[config.mk]
export PLATFORM = sky130hd
export DESIGN_NAME = garage_gate_arbiter_flat
export DESIGN_NICKNAME = d
export VERILOG_FILES = /design/src/rtl/garage_pkg.sv /design/src/rtl/garage_gate_arbiter_if.sv /design/src/rtl/garage_timeout_timer.sv /design/src/rtl/garage_gate_arbiter.sv /design/src/flat_wrapper.sv
export SDC_FILE = /design/constraint.sdc
export NUM_CORES = 1
export LEC_CHECK = 0
export CORE_ASPECT_RATIO = 1.5
export CORE_UTILIZATION = 48
export DETAILED_ROUTE_END_ITERATION = 7
export GPL_ROUTABILITY_DRIVEN = 0
export PLACE_DENSITY = 0.76
export SETUP_SLACK_MARGIN = 0.05
export SLEW_MARGIN = 20
export SYNTH_ARGS = -nofsm -noshare
export SYNTH_HDL_FRONTEND = slang
export SYNTH_SLANG_ARGS = --single-unit
[constraint.sdc]
create_clock -name clk -period 2.52 [get_ports clk]
set_input_delay 0.63 -clock clk [delete_from_list [all_inputs] [get_ports clk]]
set_output_delay 0.63 -clock clk [all_outputs]
set_load 0.03 [all_outputs]
[src/rtl/garage_pkg.sv]
// garage_pkg: shared state encoding, default capacity and lane ids for the garage gate logic
package garage_pkg;
    typedef enum logic [2:0] {
        IDLE    = 3'd0,
        OPENING = 3'd1,
        PASS    = 3'd2,
        CLOSING = 3'd3,
        FAULT   = 3'd4
    } gate_state_t;
    localparam int   DEF_CAPACITY = 50;
    localparam logic LANE_ENTRY   = 1'b0;
    localparam logic LANE_EXIT    = 1'b1;
endpackage

[src/rtl/garage_gate_arbiter_if.sv]
// garage_gate_arbiter_if: lane sensors, barrier motor and lot-status signals of the gate
//   master: drives entry_req, exit_req, car_passed, lim_open, lim_closed
//   slave : drives motor_open, motor_close, entry_grant, exit_grant, count, full, empty, fault
interface garage_gate_arbiter_if #(parameter int CNT_W = 6);
    logic             entry_req, exit_req, car_passed, lim_open, lim_closed;
    logic             motor_open, motor_close, entry_grant, exit_grant;
    logic             full, empty, fault;
    logic [CNT_W-1:0] count;
    modport master (
        output entry_req, exit_req, car_passed, lim_open, lim_closed,
        input  motor_open, motor_close, entry_grant, exit_grant, count, full, empty, fault
    );
    modport slave (
        input  entry_req, exit_req, car_passed, lim_open, lim_closed,
        output motor_open, motor_close, entry_grant, exit_grant, count, full, empty, fault
    );
endinterface

[src/rtl/garage_timeout_timer.sv]
// garage_timeout_timer: cycle counter with clear, enable and terminal-count compare
//   clk, reset : clock, synchronous active-high reset
//   clear      : zero the count (takes priority over enable)
//   en         : count this cycle
//   limit      : terminal value
//   tc         : enabled and count==limit
module garage_timeout_timer #(parameter int W = 10) (
    input  logic         clk,
    input  logic         reset,
    input  logic         clear,
    input  logic         en,
    input  logic [W-1:0] limit,
    output logic         tc
);
    logic [W-1:0] cnt;
    always_ff @(posedge clk)
        if (reset || clear) cnt <= '0;
        else if (en) cnt <= cnt + 1'b1;
    assign tc = en && cnt == limit;
endmodule

[src/rtl/garage_gate_arbiter.sv]
// garage_gate_arbiter: shares one barrier between entry and exit lanes, sequences the motor, counts cars
//   clk, reset : clock, synchronous active-high reset
//   bus.slave  : lane requests, car_passed, limit switches in; motor drives, grants,
//                occupancy count, full/empty and sticky fault out
module garage_gate_arbiter
    import garage_pkg::*;
#(
    parameter int CAPACITY = DEF_CAPACITY,
    parameter int CNT_W    = 6,
    parameter int PASS_TO  = 1000,
    parameter int MOTOR_TO = 500
) (
    input  logic                 clk,
    input  logic                 reset,
    garage_gate_arbiter_if.slave bus
);
    localparam int TMAX = PASS_TO > MOTOR_TO ? PASS_TO : MOTOR_TO;
    localparam int TW   = $clog2(TMAX);
    gate_state_t      state;
    logic [CNT_W-1:0] count_q;
    logic             ptr, eg, xg, mo, mc, flt;
    logic             full, empty, elig_e, elig_x, pick, leave, en, tc;
    logic [TW-1:0]    limit;
    assign full   = count_q == CNT_W'(CAPACITY);
    assign empty  = count_q == '0;
    assign elig_e = bus.entry_req && !full;
    assign elig_x = bus.exit_req && !empty;
    // Contention goes to the pointer's lane; a lone eligible lane always wins.
    assign pick   = (elig_e && elig_x) ? ptr : (elig_x ? LANE_EXIT : LANE_ENTRY);
    assign en     = state == OPENING || state == PASS || state == CLOSING;
    always_comb begin
        limit = state == PASS ? TW'(PASS_TO - 1) : TW'(MOTOR_TO - 1);
        leave = state == IDLE    ? (elig_e || elig_x) :
                state == OPENING ? (bus.lim_open || tc) :
                state == PASS    ? (bus.car_passed || tc) :
                state == CLOSING ? (bus.lim_closed || tc) : 1'b0;
    end
    // Timer restarts on every state change.
    garage_timeout_timer #(.W(TW)) u_timer (
        .clk   (clk),
        .reset (reset),
        .clear (leave),
        .en    (en),
        .limit (limit),
        .tc    (tc)
    );
    always_ff @(posedge clk) begin
        if (reset) begin
            state   <= IDLE;
            count_q <= '0;
            ptr     <= LANE_ENTRY;
            eg      <= 1'b0;
            xg      <= 1'b0;
            mo      <= 1'b0;
            mc      <= 1'b0;
            flt     <= 1'b0;
        end else begin
            case (state)
                IDLE: if (elig_e || elig_x) begin
                    state <= OPENING;
                    eg    <= pick == LANE_ENTRY;
                    xg    <= pick == LANE_EXIT;
                    mo    <= 1'b1;
                    ptr   <= ~ptr;
                end
                OPENING: if (bus.lim_open) begin
                    state <= PASS;
                    mo    <= 1'b0;
                end else if (tc) begin
                    state <= FAULT;
                    mo    <= 1'b0;
                    eg    <= 1'b0;
                    xg    <= 1'b0;
                    flt   <= 1'b1;
                end
                PASS: if (bus.car_passed || tc) begin
                    state <= CLOSING;
                    mc    <= 1'b1;
                    // Count saturates at both ends regardless of the pulse.
                    if (bus.car_passed && eg && !full) count_q <= count_q + 1'b1;
                    else if (bus.car_passed && xg && !empty) count_q <= count_q - 1'b1;
                end
                CLOSING: if (bus.lim_closed) begin
                    state <= IDLE;
                    mc    <= 1'b0;
                    eg    <= 1'b0;
                    xg    <= 1'b0;
                end else if (tc) begin
                    state <= FAULT;
                    mc    <= 1'b0;
                    eg    <= 1'b0;
                    xg    <= 1'b0;
                    flt   <= 1'b1;
                end
                default: ;
            endcase
        end
    end
    assign bus.motor_open  = mo;
    assign bus.motor_close = mc;
    assign bus.entry_grant = eg;
    assign bus.exit_grant  = xg;
    assign bus.fault       = flt;
    assign bus.count       = count_q;
    assign bus.full        = full;
    assign bus.empty       = empty;
    a_motor_excl: assert property (@(posedge clk) !(mo && mc));
endmodule

[src/flat_wrapper.sv]
// flat-port wrapper written by rule: the top's interface ports become plain ports
module garage_gate_arbiter_flat import garage_pkg::*;
#(
    parameter int CAPACITY = DEF_CAPACITY,
    parameter int CNT_W    = 6,
    parameter int PASS_TO  = 1000,
    parameter int MOTOR_TO = 500
)
  (clk, reset, bus_entry_req, bus_exit_req, bus_car_passed, bus_lim_open, bus_lim_closed, bus_motor_open, bus_motor_close, bus_entry_grant, bus_exit_grant, bus_count, bus_full, bus_empty, bus_fault);
  garage_gate_arbiter_if #(.CNT_W(CNT_W)) bus_i ();
  input  logic clk;
  input  logic reset;
  input wire logic [$bits(bus_i.entry_req)-1:0] bus_entry_req;
  input wire logic [$bits(bus_i.exit_req)-1:0] bus_exit_req;
  input wire logic [$bits(bus_i.car_passed)-1:0] bus_car_passed;
  input wire logic [$bits(bus_i.lim_open)-1:0] bus_lim_open;
  input wire logic [$bits(bus_i.lim_closed)-1:0] bus_lim_closed;
  output wire logic [$bits(bus_i.motor_open)-1:0] bus_motor_open;
  output wire logic [$bits(bus_i.motor_close)-1:0] bus_motor_close;
  output wire logic [$bits(bus_i.entry_grant)-1:0] bus_entry_grant;
  output wire logic [$bits(bus_i.exit_grant)-1:0] bus_exit_grant;
  output wire logic [$bits(bus_i.count)-1:0] bus_count;
  output wire logic [$bits(bus_i.full)-1:0] bus_full;
  output wire logic [$bits(bus_i.empty)-1:0] bus_empty;
  output wire logic [$bits(bus_i.fault)-1:0] bus_fault;
  assign bus_i.entry_req = bus_entry_req;
  assign bus_i.exit_req = bus_exit_req;
  assign bus_i.car_passed = bus_car_passed;
  assign bus_i.lim_open = bus_lim_open;
  assign bus_i.lim_closed = bus_lim_closed;
  assign bus_motor_open = bus_i.motor_open;
  assign bus_motor_close = bus_i.motor_close;
  assign bus_entry_grant = bus_i.entry_grant;
  assign bus_exit_grant = bus_i.exit_grant;
  assign bus_count = bus_i.count;
  assign bus_full = bus_i.full;
  assign bus_empty = bus_i.empty;
  assign bus_fault = bus_i.fault;
  garage_gate_arbiter #(.CAPACITY(CAPACITY), .CNT_W(CNT_W), .PASS_TO(PASS_TO), .MOTOR_TO(MOTOR_TO)) u_core (.clk(clk), .reset(reset), .bus(bus_i));
endmodule
## After elaboration in Yosys (flattened, before gate mapping)

Index checks and enable logic that the tools add are counted.

| word-level totals | value |
|---|---|
| flip-flop bits (word level) | 25 |
| bits in latches | 0 |
| memories kept | 0 |
| memory bits (read-only) | 0 |
| memory bits (writable) | 0 |
| output and inout port bits | 13 |

| operators by class | value |
|---|---|
| mux-type cells | 36 |
| multipliers | 0 |
| divide/modulo/power cells | 0 |
| reduce and logical (&&, ||, !) cells | 32 |
| eq/ne operators | 11 |
| $add $sub $neg | 3 |
| bitwise logic cells | 2 |
| order comparisons | 0 |
| shift operators | 0 |

Operators by type and width:

| operator | number |
|---|---|
| $mux 1 | 22 |
| $reduce_and 3->1 | 6 |
| $mux 3 | 5 |
| $mux 6 | 2 |
| $pmux 3 s4 | 1 |
| $add 10x1->10 const B | 1 |
| $eq 10x10->1 | 1 |
| $mux 10 | 1 |
| $logic_and 1x1->1 | 8 |
| $ne 2x2->1 const B | 4 |
| $reduce_bool 2->1 | 4 |
| $logic_or 1x1->1 | 7 |
| $add 6x1->6 const B | 1 |
| $eq 3x2->1 const B | 2 |
| $eq 6x6->1 const B | 1 |
| $logic_not 6->1 | 1 |
| $ne 3x2->1 const B | 2 |
| $pmux 1 s2 | 3 |
| $pmux 1 s3 | 2 |
| $sub 6x1->6 const B | 1 |
| $reduce_bool 4->1 | 1 |
| $eq 3x1->1 const B | 1 |
| $logic_not 3->1 | 1 |
| $reduce_bool 3->1 | 1 |
| other kinds (3) | 5 |

## Depth between registers and ports, before layout

Gate-level depths: netlist (run 1).

| logic depth | value |
|---|---|
| depth in word-level cells | 10 |
| mapped depth | 10 |
| mapped depth without buffers | 9 |

## Modules after synthesis

From an unflattened synthesis (run 1), not the netlist that was laid out.

| unflattened totals | value |
|---|---|
| cell total of the unflattened synthesis | 192 |
| area, all modules | 1535.2 um^2 |

Modules (own cells, without submodules):

| module | cells each | instances | seq. area each (um^2) | area an instance (um^2) |
|---|---|---|---|---|
| garage_gate_arbiter | 127 | 1 | 300.3 | 979.7 |
| garage_timeout_timer | 65 | 1 | 200.2 | 555.5 |

## Worst setup path after synthesis (run 1)

OpenSTA, ideal clock, no wires.

| path | value |
|---|---|
| path type | register to register |
| start | register u_core.count_q[0], in the netlist u_core.bus.count[0] |
| end | register u_core.count_q[5], in the netlist u_core.bus.count[5] |
| stages on the path, launching flop included | 11 |
| period minus slack after synthesis | 2.728 ns |
| setup slack | -0.208 ns |
| arrival | 2.607 ns |
| buffers on the path | 1 |
| path through | dfxtp_1 -> or3_1 -> clkbuf_1 -> o21a_1 -> nand2_1 -> ha_1 -> a211oi_1 -> o21bai_1 -> a21oi_1 -> mux2i_1 -> mux2_2 |

| on the way | value |
|---|---|
| cells in the longest elaborated chain, start to end | 5 |

RTL lines:

| item | line | text |
|---|---|---|
| start: declaration | garage_gate_arbiter.sv:20 | `logic [CNT_W-1:0] count_q;` |
| start signal: assignment | garage_gate_arbiter.sv:80 | `if (bus.car_passed && eg && !full) count_q <= count_q + 1'b1;` |
| start signal: assignment | garage_gate_arbiter.sv:81 | `else if (bus.car_passed && xg && !empty) count_q <= count_q - 1'b1;` |
| parallel branches: the longest is 5 deep, another holds $sub 6x1->6 | -- |  |

Parallel ways; which one is timed is not known. The select of a mux whose other input is x is not followed.
A chain may end at the register's enable or synchronous reset.

## Worst setup path after layout (run 1)

Same ends and word-level chain as after synthesis.

==> results of run 1 <==
==> state kept, by name, summed over array words and instances (netlist names) <==
name	cells
u_core.bus.count	6
u_core.bus.entry_grant	1
u_core.bus.exit_grant	1
u_core.bus.fault	1
u_core.bus.motor_close	1
u_core.bus.motor_open	1
u_core.ptr	1
u_core.state	3
u_core.u_timer.cnt	10
==> power groups by stage <==
stage	sequential (mW)	clock, mW	combinational, mW
global route	0.424	0.257	0.231
detailed placement	0.431	0	0.209
floorplan	0.439	0	0.127
finish	0.422	0.237	0.213
CTS	0.421	0.242	0.210
global placement	0.430	0	0.199
==> layout by cell type (no fill, tap or decap), types with 2 or more instances in the layout <==
cell and count:
xnor2_1 9, nand3_1 2, nand4_1 4, ha_1 3
a211o_1 2, ha_4 2, o31ai_1 2, and3_1 2
nor2_1 19, dfxtp_4 2, or2_2 2, o21ai_0 5
mux2i_1 4, nand2_1 12, or3_1 5, clkbuf_8 3
clkdlybuf4s50_1 17, a211oi_1 2, o21ai_1 3, dfxtp_1 23
a2111oi_1 5, nor3_1 5, xor2_1 5, o21bai_1 2
nor3b_1 2, a21oi_1 15, o21ba_2 2, a21oi_2 2
a21o_1 2, inv_1 4, buf_4 20, o22ai_1 2
==> path summary, 6_finish.rpt <==
kind | slack (ns) | start | to
worst min-delay path | 0.49 | u_core.bus.fault | u_core.bus.fault
worst max-delay path | 0.09 | u_core.bus.count[0] | u_core.bus.count[5]
worst max register to register | 0.09 | u_core.bus.count[0] | u_core.bus.count[5]
worst min register to register | 0.49 | u_core.bus.fault | u_core.bus.fault
==> cell type report <==
class	instances	share of cell area
clock buffers	4	0.02211
well taps	40	0.02457
inverters	4	0.007371
repair buffers	39	0.1683
flip-flops and latches	25	0.2494
multi-input cells	146	0.5283
==> stage by stage <==
| step | power [mW] | cell area, sq um | utilization | setup slack, ns | hold slack (ns) |
|---|---|---|---|---|---|
| floorplan | 0.5663 | 1627 | - | 0.05392 | 0.5003 |
| CTS | 0.8738 | 2022 | 0.6400 | 0.05163 | 0.4885 |
| finish | 0.8722 | 2037 | 0.6448 | 0.08551 | 0.4885 |
| global route | 0.9124 | 2037 | 0.6448 | -0.05775 | 0.5145 |
| global placement | 0.6288 | 1973 | 0.6246 | -0.09967 | 0.4682 |
| detailed placement | 0.6396 | 1973 | 0.6246 | -0.1686 | 0.4726 |
==> cells by family (layout without fill, tap and decap cells) <==
group,Yosys count,count (layout),synth area share
adder cells (fa/ha/maj),6,6,0.05226
AO/OA/AOI/OAI,53,53,0.2518
AND/OR/NAND/NOR,67,67,0.2280
flip-flops,25,25,0.3167
buffers and inverters,13,47,0.03167
XOR/XNOR,14,14,0.07759
multiplexers,6,6,0.04196
==> worst max-delay path, cell delays in order (launching register included) <==
cell and delay (ns):
dfxtp_4 0.35, or3_4 0.41, o21a_1 0.24, nand2_4 0.12, ha_4 0.21, a211oi_2 0.18
o21bai_1 0.13, a21oi_2 0.16, mux2i_1 0.21, mux2_2 0.34
==> layer usage <==
metal,track usage,wire length [um]
met2,0.4753,2147
met4,0.1209,91
met1,0.2711,1672
met5,0,0
met3,0.01887,105
==> repair_timing <==
item | in CTS | in global routing
resized for setup | 3 | 3
setup endpoints to repair | 3 | 3
setup buffers | 0 | 1
pin swaps | 0 | 7
==> metrics.yaml, run 1 <==
clocking:
  numCtsBuffers: 3
  clkLatencyLatePin_ns: 0.27
  clk_pin_slew_worst_paths_ns: 0.09
  cts_tree: "built"
  cts_sinks: 25
  cts_root_buffer: "clkbuf_8"
  postCtsHoldBufs: 0
  cts_buffer_depth: 2
  h-tree-depth: 1
drt:
  wl_um: 4016
  drtIter0Drc: 41
  wl_per_cell_um: 15.57
  avgViaCountPerCell: 5.876
  ant_nets: 0
  drt-pass1-iter-count: 4
  drc: 0
  vias: 1516
sta:
  tightest_slew_ns: 0.6170
  slew_headroom: 0.5873
  setup_viol: 0
  period_minus_slack_ns: 2.434
  hold_viol: 0
  fmax_mhz: 410.8
  rsz0062_at_grt: "true"
  period_share: 0.9661
  fin_skew_ns: 0.005492
  setup_tns_ns: 0
  drv_slew: 0
synth:
  ys_top_cells_by_count: "dfxtp_1, nor2_1, a21oi_1"
  avgSynthCellArea_sq_um: 8.588
  synth.area.top_cells: "dfxtp_1, a21oi_1, xnor2_1"
  ys_seq_area_frac: 0.3167
  synth_top_cell_area_share: 0.3167
  yosys_warnings: 0
  synth_seq_cells: 25
  synth_edf_count: 0
  netlist_area_sq_um: 1580
  synth_cell_types: 53
  synthArstFlopShare: 0
  synth_nets: 197
  synthFlopType: "dfxtp_1"
  yosysTopAreaCell: "dfxtp_1"
  yosysMostFrequentCell: "dfxtp_1"
  syn_inst: 184
finish:
  fillers: 277
  area_growth_pct: 28.90
  multi_input_comb_area_sq_um: 1076
  layout.nets: 232
  layout.area.seq_sq_um: 508.0
  finalNonFillerCells: 258
  num_antenna_cells: 0
  drive_gt1_frac: 0.1972
worst_setup_path:
  critPathArrivalTime_ns: 2.60
  cp_max_fo: 4
  crit_required_ns: 2.69
  start_kind: "register"
  crit_type: "reg2reg"
  ff2ff_path_depth: 9
  timing.critical_path.to_type: "register"
die:
  core_sq_um: 3159
  die_area_sq_um: 3530
  ios: 20
  initial_core_util: 0.5002
  fp.dieH_um: 72.27
  rows: 25
  die_w_um: 48.85
global_route:
  first_global_vias: 1543
  grtUsageTotal: 0.2482
  grt_overflow: 0
  antenna_found_initial: 0
  grt_pass1_wl_um: 6851
  grt_max_degree: 17
job:
  cap_violations: 0
place:
  dp_hpwl_um: 2979
  dp.cells: 253
  port_buffers: 19
pwr:
  p_int_mw: 0.6117
  seqPwrFrac: 0.483
  sw_frac_of_total: 0.2987
  clkPwrFrac: 0.272
  p_sw_mw: 0.2605
  powerDensity_nw_per_um2: 428.2
  comb_power_share: 0.245
  ir_worst_vdd_v: 0.0004166
  leakage_nw: 0.7617
min_path:
  hold_depth: 1
  hold_class: "reg2reg"
status:
  outcome: "completed"
No activity file was read; power rests on OpenSTA's default activity.
==> run 2: changes to the inputs <==
--- a/config.mk
+++ b/config.mk
@@ -6,10 +6,10 @@
 export NUM_CORES = 1
 export LEC_CHECK = 0
 export CORE_ASPECT_RATIO = 1.5
-export CORE_UTILIZATION = 48
+export CORE_UTILIZATION = 35
 export DETAILED_ROUTE_END_ITERATION = 7
 export GPL_ROUTABILITY_DRIVEN = 0
-export PLACE_DENSITY = 0.76
+export PLACE_DENSITY = 0.6
 export SETUP_SLACK_MARGIN = 0.05
 export SLEW_MARGIN = 20
 export SYNTH_ARGS = -nofsm -noshare
==> metrics.yaml, run 2 (synthesis results as in run 1) <==
status:
  outcome: "finished with violations"  # was completed
  violations: "design-rule violations"
finish:
  fillers: 434  # was 277
  drive_gt1_frac: 0.1944  # was 0.1972
  regMostFlops: "u_core.u_timer.cnt"  # unchanged
  finalNonFillerCells: 262  # was 258
  fin_util: 0.4714  # was 0.6448
  final_common_cell: "dfxtp_1"  # unchanged
  largest_reg_flops: 10  # unchanged
  layout.nets: 230  # was 232
  mostFrequentLayoutCells: "dfxtp_1, nor2_1, buf_4, clkdlybuf4s50_1, a21oi_1"  # was dfxtp_1, buf_4, nor2_1, clkdlybuf4s50_1, a21oi_1
  area_growth_pct: 27.71  # was 28.90%
  num_antenna_cells: 0  # unchanged
  multi_input_comb_area_sq_um: 1072  # was 1076 sq um
  layout.area.seq_sq_um: 508.0  # unchanged
  fin_area_sq_um: 2018  # was 2037 sq um
global_route:
  grt_overflow: 0  # unchanged
  first_global_vias: 1522  # was 1,543
  grt_pass1_wl_um: 6637  # was 6851 um
  grt_max_degree: 17  # unchanged
  grtUsageTotal: 0.1735  # was 0.2482
  antenna_found_initial: 0  # unchanged
sta:
  period_minus_slack_ns: 2.410  # was 2.434 ns
  period_share: 0.9562  # was 0.9661
  tightest_slew_ns: 0.5202  # was 0.6170 ns
  slew_headroom: 0.6532  # was 0.5873
  drv_slew: 0  # unchanged
  setup_viol: 0  # unchanged
  fin_ws_ns: 0.1103  # was 0.08551 ns
  fin_skew_ns: 0.005765  # was 0.005492 ns
  rsz0062_at_grt: "true"  # unchanged
  hold_viol: 0  # unchanged
  whs_ns: 0.5108  # was 0.4885 ns
  setup_tns_ns: 0  # unchanged
  fmax_mhz: 415.0  # was 410.8 MHz
die:
  fp.dieH_um: 84.30  # was 72.27 um
  ios: 20  # unchanged
  core_sq_um: 4282  # was 3159 sq um
  die_w_um: 56.87  # was 48.85 um
  die_area_sq_um: 4793  # was 3530 sq um
  rows: 29  # was 25
  initial_core_util: 0.3691  # was 0.5002
drt:
  drtIter0Drc: 40  # was 41
  vias: 1475  # was 1,516
  wl_per_cell_um: 14.78  # was 15.57 um
  drc: 6  # was 0
  ant_nets: 0  # unchanged
  avgViaCountPerCell: 5.630  # was 5.876
  wl_um: 3873  # was 4016 um
  drt-pass1-iter-count: 6  # was 4
pwr:
  ir_worst_vdd_v: 0.0001683  # was 0.0004166 V
  powerDensity_nw_per_um2: 434.4  # was 428.2 nW/um^2
  sw_frac_of_total: 0.3079  # was 0.2987
  p_int_mw: 0.6067  # was 0.6117 mW
  p_sw_mw: 0.2700  # was 0.2605 mW
  comb_power_share: 0.240  # was 0.245
  leakage_nw: 0.7390  # was 0.7617 nW
  p_total_mw: 0.8766  # was 0.8722 mW
  seqPwrFrac: 0.477  # was 0.483
  clkPwrFrac: 0.282  # was 0.272
worst_setup_path:
  reg2reg_setup_slack_ns: 0.11  # was 0.09 ns
  critPathArrivalTime_ns: 2.58  # was 2.60 ns
  crit_type: "reg2reg"  # unchanged
  r2r-end: "u_core.bus.count[5]"  # unchanged
  timing.rr.start: "u_core.bus.count[2]"  # was u_core.bus.count[0]
  crit_required_ns: 2.69  # about the same
  timing.critical_path.to_type: "register"  # unchanged
  ff2ff_path_depth: 9  # unchanged
  start_kind: "register"  # unchanged
  cp_max_fo: 5  # was 4
min_path:
  hold_class: "reg2reg"  # unchanged
  hp-start: "u_core.bus.fault"  # unchanged
  holdPathEnd: "u_core.bus.fault"  # unchanged
  hold_depth: 1  # unchanged
place:
  dp_slack_ns: -0.1611  # was -0.1686 ns
  dpl_cell_area_sq_um: 1973  # unchanged
  port_buffers: 19  # unchanged
  dp.cells: 258  # was 253
  dp_hpwl_um: 2928  # was 2979 um
clocking:
  cts_root_buffer: "clkbuf_8"  # unchanged
  cts_sinks: 25  # unchanged
  numCtsBuffers: 3  # unchanged
  h-tree-depth: 1  # unchanged
  clk_pin_slew_worst_paths_ns: 0.09  # about the same
  cts_tree: "built"  # unchanged
  cts_buffer_depth: 2  # unchanged
  clkLatencyLatePin_ns: 0.28  # was 0.27 ns
  post_cts_buffers: 0  # unchanged
job:
  cap_violations: 0  # unchanged
[run 2: worst max-delay path, stage by stage, from the launching register on]
cell,delay (ns)
dfxtp_4,0.35
or3_4,0.40
o21a_1,0.22
nand2_4,0.11
ha_4,0.21
a211oi_2,0.21
o21bai_1,0.09
a21oi_1,0.16
mux2i_1,0.21
mux2_2,0.34
[run 2: cell type report]
type / count / area share
Clock inverter: 1 / 0.002480
Tap cell: 46 / 0.02852
Clock buffer: 3 / 0.02046
Inverter: 4 / 0.007440
Multi-Input combinational cell: 146 / 0.5313
Sequential cell: 25 / 0.2517
Timing Repair Buffer: 37 / 0.1581
[run 2: power groups by stage]
| stage | sequential [mW] | clock, mW | combinational, mW |
|---|---|---|---|
| after floorplan | 0.439 | 0 | 0.127 |
| after global placement | 0.427 | 0 | 0.205 |
| after detailed placement | 0.428 | 0 | 0.211 |
| after CTS | 0.419 | 0.262 | 0.211 |
| after global routing | 0.421 | 0.273 | 0.229 |
| final | 0.418 | 0.248 | 0.211 |
[run 2: worst max-delay path by stage]
stage                             start                  end  cells past startpoint
floorplan           u_core.bus.count[3]  u_core.bus.count[5]                     10
global placement         bus_car_passed  u_core.bus.count[5]                      8
detailed placement       bus_car_passed  u_core.bus.count[5]                      8
CTS                 u_core.bus.count[2]            bus_empty                      4
global route        u_core.bus.count[2]  u_core.bus.count[5]                      9
finish              u_core.bus.count[2]  u_core.bus.count[5]                      9
[run 2: timing repair]
action | in CTS | in global routing
resized for setup | 2 | 3
pin swaps | 0 | 0
endpoints found under the setup margin | 2 | 2
hold buffers | 0 | 0
[run 2: routing by layer]
metal,global-route usage,part of all wire,vias up
li1,-,-,741
met1,0.1867,0.42,701
met2,0.3214,0.53,24
met3,0.02003,0.023,9
met4,0.09534,0.028,0
met5,0,0,-
==> run 3: changes to the inputs <==
--- a/config.mk
+++ b/config.mk
@@ -9,6 +9,7 @@
 export CORE_UTILIZATION = 35
 export DETAILED_ROUTE_END_ITERATION = 7
 export GPL_ROUTABILITY_DRIVEN = 0
+export MAX_ROUTING_LAYER = met4
 export PLACE_DENSITY = 0.6
 export SETUP_SLACK_MARGIN = 0.05
 export SLEW_MARGIN = 20
==> metrics.yaml, run 3 (synthesis results as in run 1) <==
status:
  outcome: "finished with violations"  # unchanged
  violations: "design-rule violations"  # unchanged
worst_setup_path:
  crit_type: "reg2reg"  # unchanged
  r2r-end: "u_core.bus.count[5]"  # unchanged
  crit_required_ns: 2.70  # was 2.69 ns
  start_kind: "register"  # unchanged
  critPathArrivalTime_ns: 2.58  # about the same
  max_stage_delay_ns: 0.40  # about the same
  timing.rr.start: "u_core.bus.count[2]"  # unchanged
  reg2reg_setup_slack_ns: 0.11  # about the same
  cp_max_fo: 5  # unchanged
  crit_chain: "or3_4 > o21a_1 > nand2_4 > ha_4 > a211oi_2 > o21bai_1 > a21oi_1 > mux2i_1 > mux2_2"  # unchanged
  critPathSlowestCell: "or3_4"  # unchanged
  timing.critical_path.to_type: "register"  # unchanged
  ff2ff_path_depth: 9  # unchanged
sta:
  tightest_slew_ns: 0.5124  # was 0.5202 ns
  rsz0062_at_grt: "true"  # unchanged
  fin_skew_ns: 0.006025  # was 0.005765 ns
  period_minus_slack_ns: 2.410  # about the same
  setup_viol: 0  # unchanged
  slew_headroom: 0.6584  # was 0.6532
  fmax_mhz: 415.0  # about the same
  period_share: 0.9562  # about the same
  drv_slew: 0  # unchanged
  setup_tns_ns: 0  # unchanged
  hold_viol: 0  # unchanged
min_path:
  hold_depth: 1  # unchanged
  holdPathEnd: "u_core.bus.fault"  # unchanged
  hold_class: "reg2reg"  # unchanged
  hp-start: "u_core.bus.fault"  # unchanged
clocking:
  cts_tree: "built"  # unchanged
  clk_pin_slew_worst_paths_ns: 0.09  # about the same
  cts_sinks: 25  # unchanged
  numCtsBuffers: 3  # unchanged
  cts_buffer_depth: 2  # unchanged
  cts_root_buffer: "clkbuf_8"  # unchanged
  post_cts_buffers: 0  # unchanged
  h-tree-depth: 1  # unchanged
  clkLatencyLatePin_ns: 0.28  # about the same
finish:
  regMostFlops: "u_core.u_timer.cnt"  # unchanged
  finalNonFillerCells: 262  # unchanged
  layout.nets: 230  # unchanged
  fin_area_sq_um: 2018  # unchanged
  mostFrequentLayoutCells: "dfxtp_1, nor2_1, buf_4, clkdlybuf4s50_1, a21oi_1"  # unchanged
  fin_util: 0.4714  # unchanged
  drive_gt1_frac: 0.1944  # unchanged
  largest_reg_flops: 10  # unchanged
  area_growth_pct: 27.71  # unchanged
  num_antenna_cells: 0  # unchanged
  final_common_cell: "dfxtp_1"  # unchanged
global_route:
  antenna_found_initial: 0  # unchanged
  grt_max_degree: 17  # unchanged
  grt_pass1_wl_um: 6658  # was 6637 um
  grtUsageTotal: 0.1793  # was 0.1735
  first_global_vias: 1522  # unchanged
  grt_overflow: 0  # unchanged
drt:
  drt-pass1-iter-count: 6  # unchanged
  avgViaCountPerCell: 5.611  # was 5.630
  drc: 6  # unchanged
  wl_um: 3848  # was 3873 um
  wl_per_cell_um: 14.69  # was 14.78 um
  drtIter0Drc: 44  # was 40
  ant_nets: 0  # unchanged
  vias: 1470  # was 1,475
pwr:
  ir_worst_vdd_v: 0.0001683  # unchanged
  leakage_nw: 0.7390  # unchanged
  powerDensity_nw_per_um2: 434.2  # was 434.4 nW/um^2
place:
  dp.cells: 258  # unchanged
  dp_hpwl_um: 2928  # unchanged
  port_buffers: 19  # unchanged
  dpl_cell_area_sq_um: 1973  # unchanged
die:
  initial_core_util: 0.3691  # unchanged
  rows: 29  # unchanged
  fp.dieH_um: 84.30  # unchanged
  ios: 20  # unchanged
  die_area_sq_um: 4793  # unchanged
  die_w_um: 56.87  # unchanged
  core_sq_um: 4282  # unchanged
job:
  cap_violations: 0  # unchanged
==> run 3: cell counts in the layout (fill, tap and decap cells not counted) <==
Identical to the previous run, type by type.
==> run 3: per-stage QoR <==
| step | hold WS [ns] | power (mW) | setup WS (ns) |
|---|---|---|---|
| 2_1_floorplan | 0.5003 | 0.5663 | 0.05392 |
| 3_3_place_gp | 0.4751 | 0.6315 | -0.1383 |
| 3_5_place_dp | 0.4872 | 0.6388 | -0.1611 |
| 4_1_cts | 0.5177 | 0.8917 | 0.05341 |
| 5_1_grt | 0.5247 | 0.9236 | 0.03356 |
| 6_report | 0.5121 | 0.8762 | 0.1103 |
==> run 3: how the worst max path moves through the flow <==
| stage | startpoint | endpoint | slack [ns] | depth (start not counted) |
|---|---|---|---|---|
| floorplan | u_core.bus.count[3] | u_core.bus.count[5] | 0.05 | 10 |
| global placement | bus_car_passed | u_core.bus.count[5] | -0.14 | 8 |
| detailed placement | bus_car_passed | u_core.bus.count[5] | -0.16 | 8 |
| CTS | u_core.bus.count[2] | bus_empty | 0.05 | 4 |
| global route | u_core.bus.count[2] | u_core.bus.count[5] | 0.03 | 9 |
| finish | u_core.bus.count[2] | u_core.bus.count[5] | 0.11 | 9 |
==> run 3: routing by layer <==
layer | track usage | share of wire
met1 | 0.1886 | 0.42
met3 | 0.02003 | 0.028
met2 | 0.3214 | 0.52
met5 | - | 0
met4 | 0.09534 | 0.031
==> run 3: area by class of cell <==
class	count	area (sq um)
Fill cell	434	2263
Multi-Input combinational cell	146	1072
Sequential cell	25	508.0
Timing Repair Buffer	37	319.1
Tap cell	46	57.56
Clock buffer	3	41.29
Inverter	4	15.01
Clock inverter	1	5.005
==> run 3: report_power, final <==
group	switching, mW	internal (mW)	leakage [nW]	total, mW
clock	0.137	0.111	0.0255	0.248
sequential	0.0114	0.407	0.204	0.418
combinational	0.121	0.0887	0.509	0.210
==> run 3: critical path, delay by kind of cell (launching register included) <==
| kind | cells | cell delay, ns |
|---|---|---|
| adder cells (fa/ha/maj) | 1 | 0.21 |
| AO/OA/AOI/OAI | 4 | 0.68 |
| AND/OR/NAND/NOR | 2 | 0.51 |
| multiplexers | 2 | 0.55 |
| flip-flops | 1 | 0.35 |
==> run 3: what timing repair did <==
| item | CTS | global route |
|---|---|---|
| gates resized for setup | 2 | 3 |
| endpoints found under the setup margin | 2 | 2 |
| hold buffers | 0 | 0 |
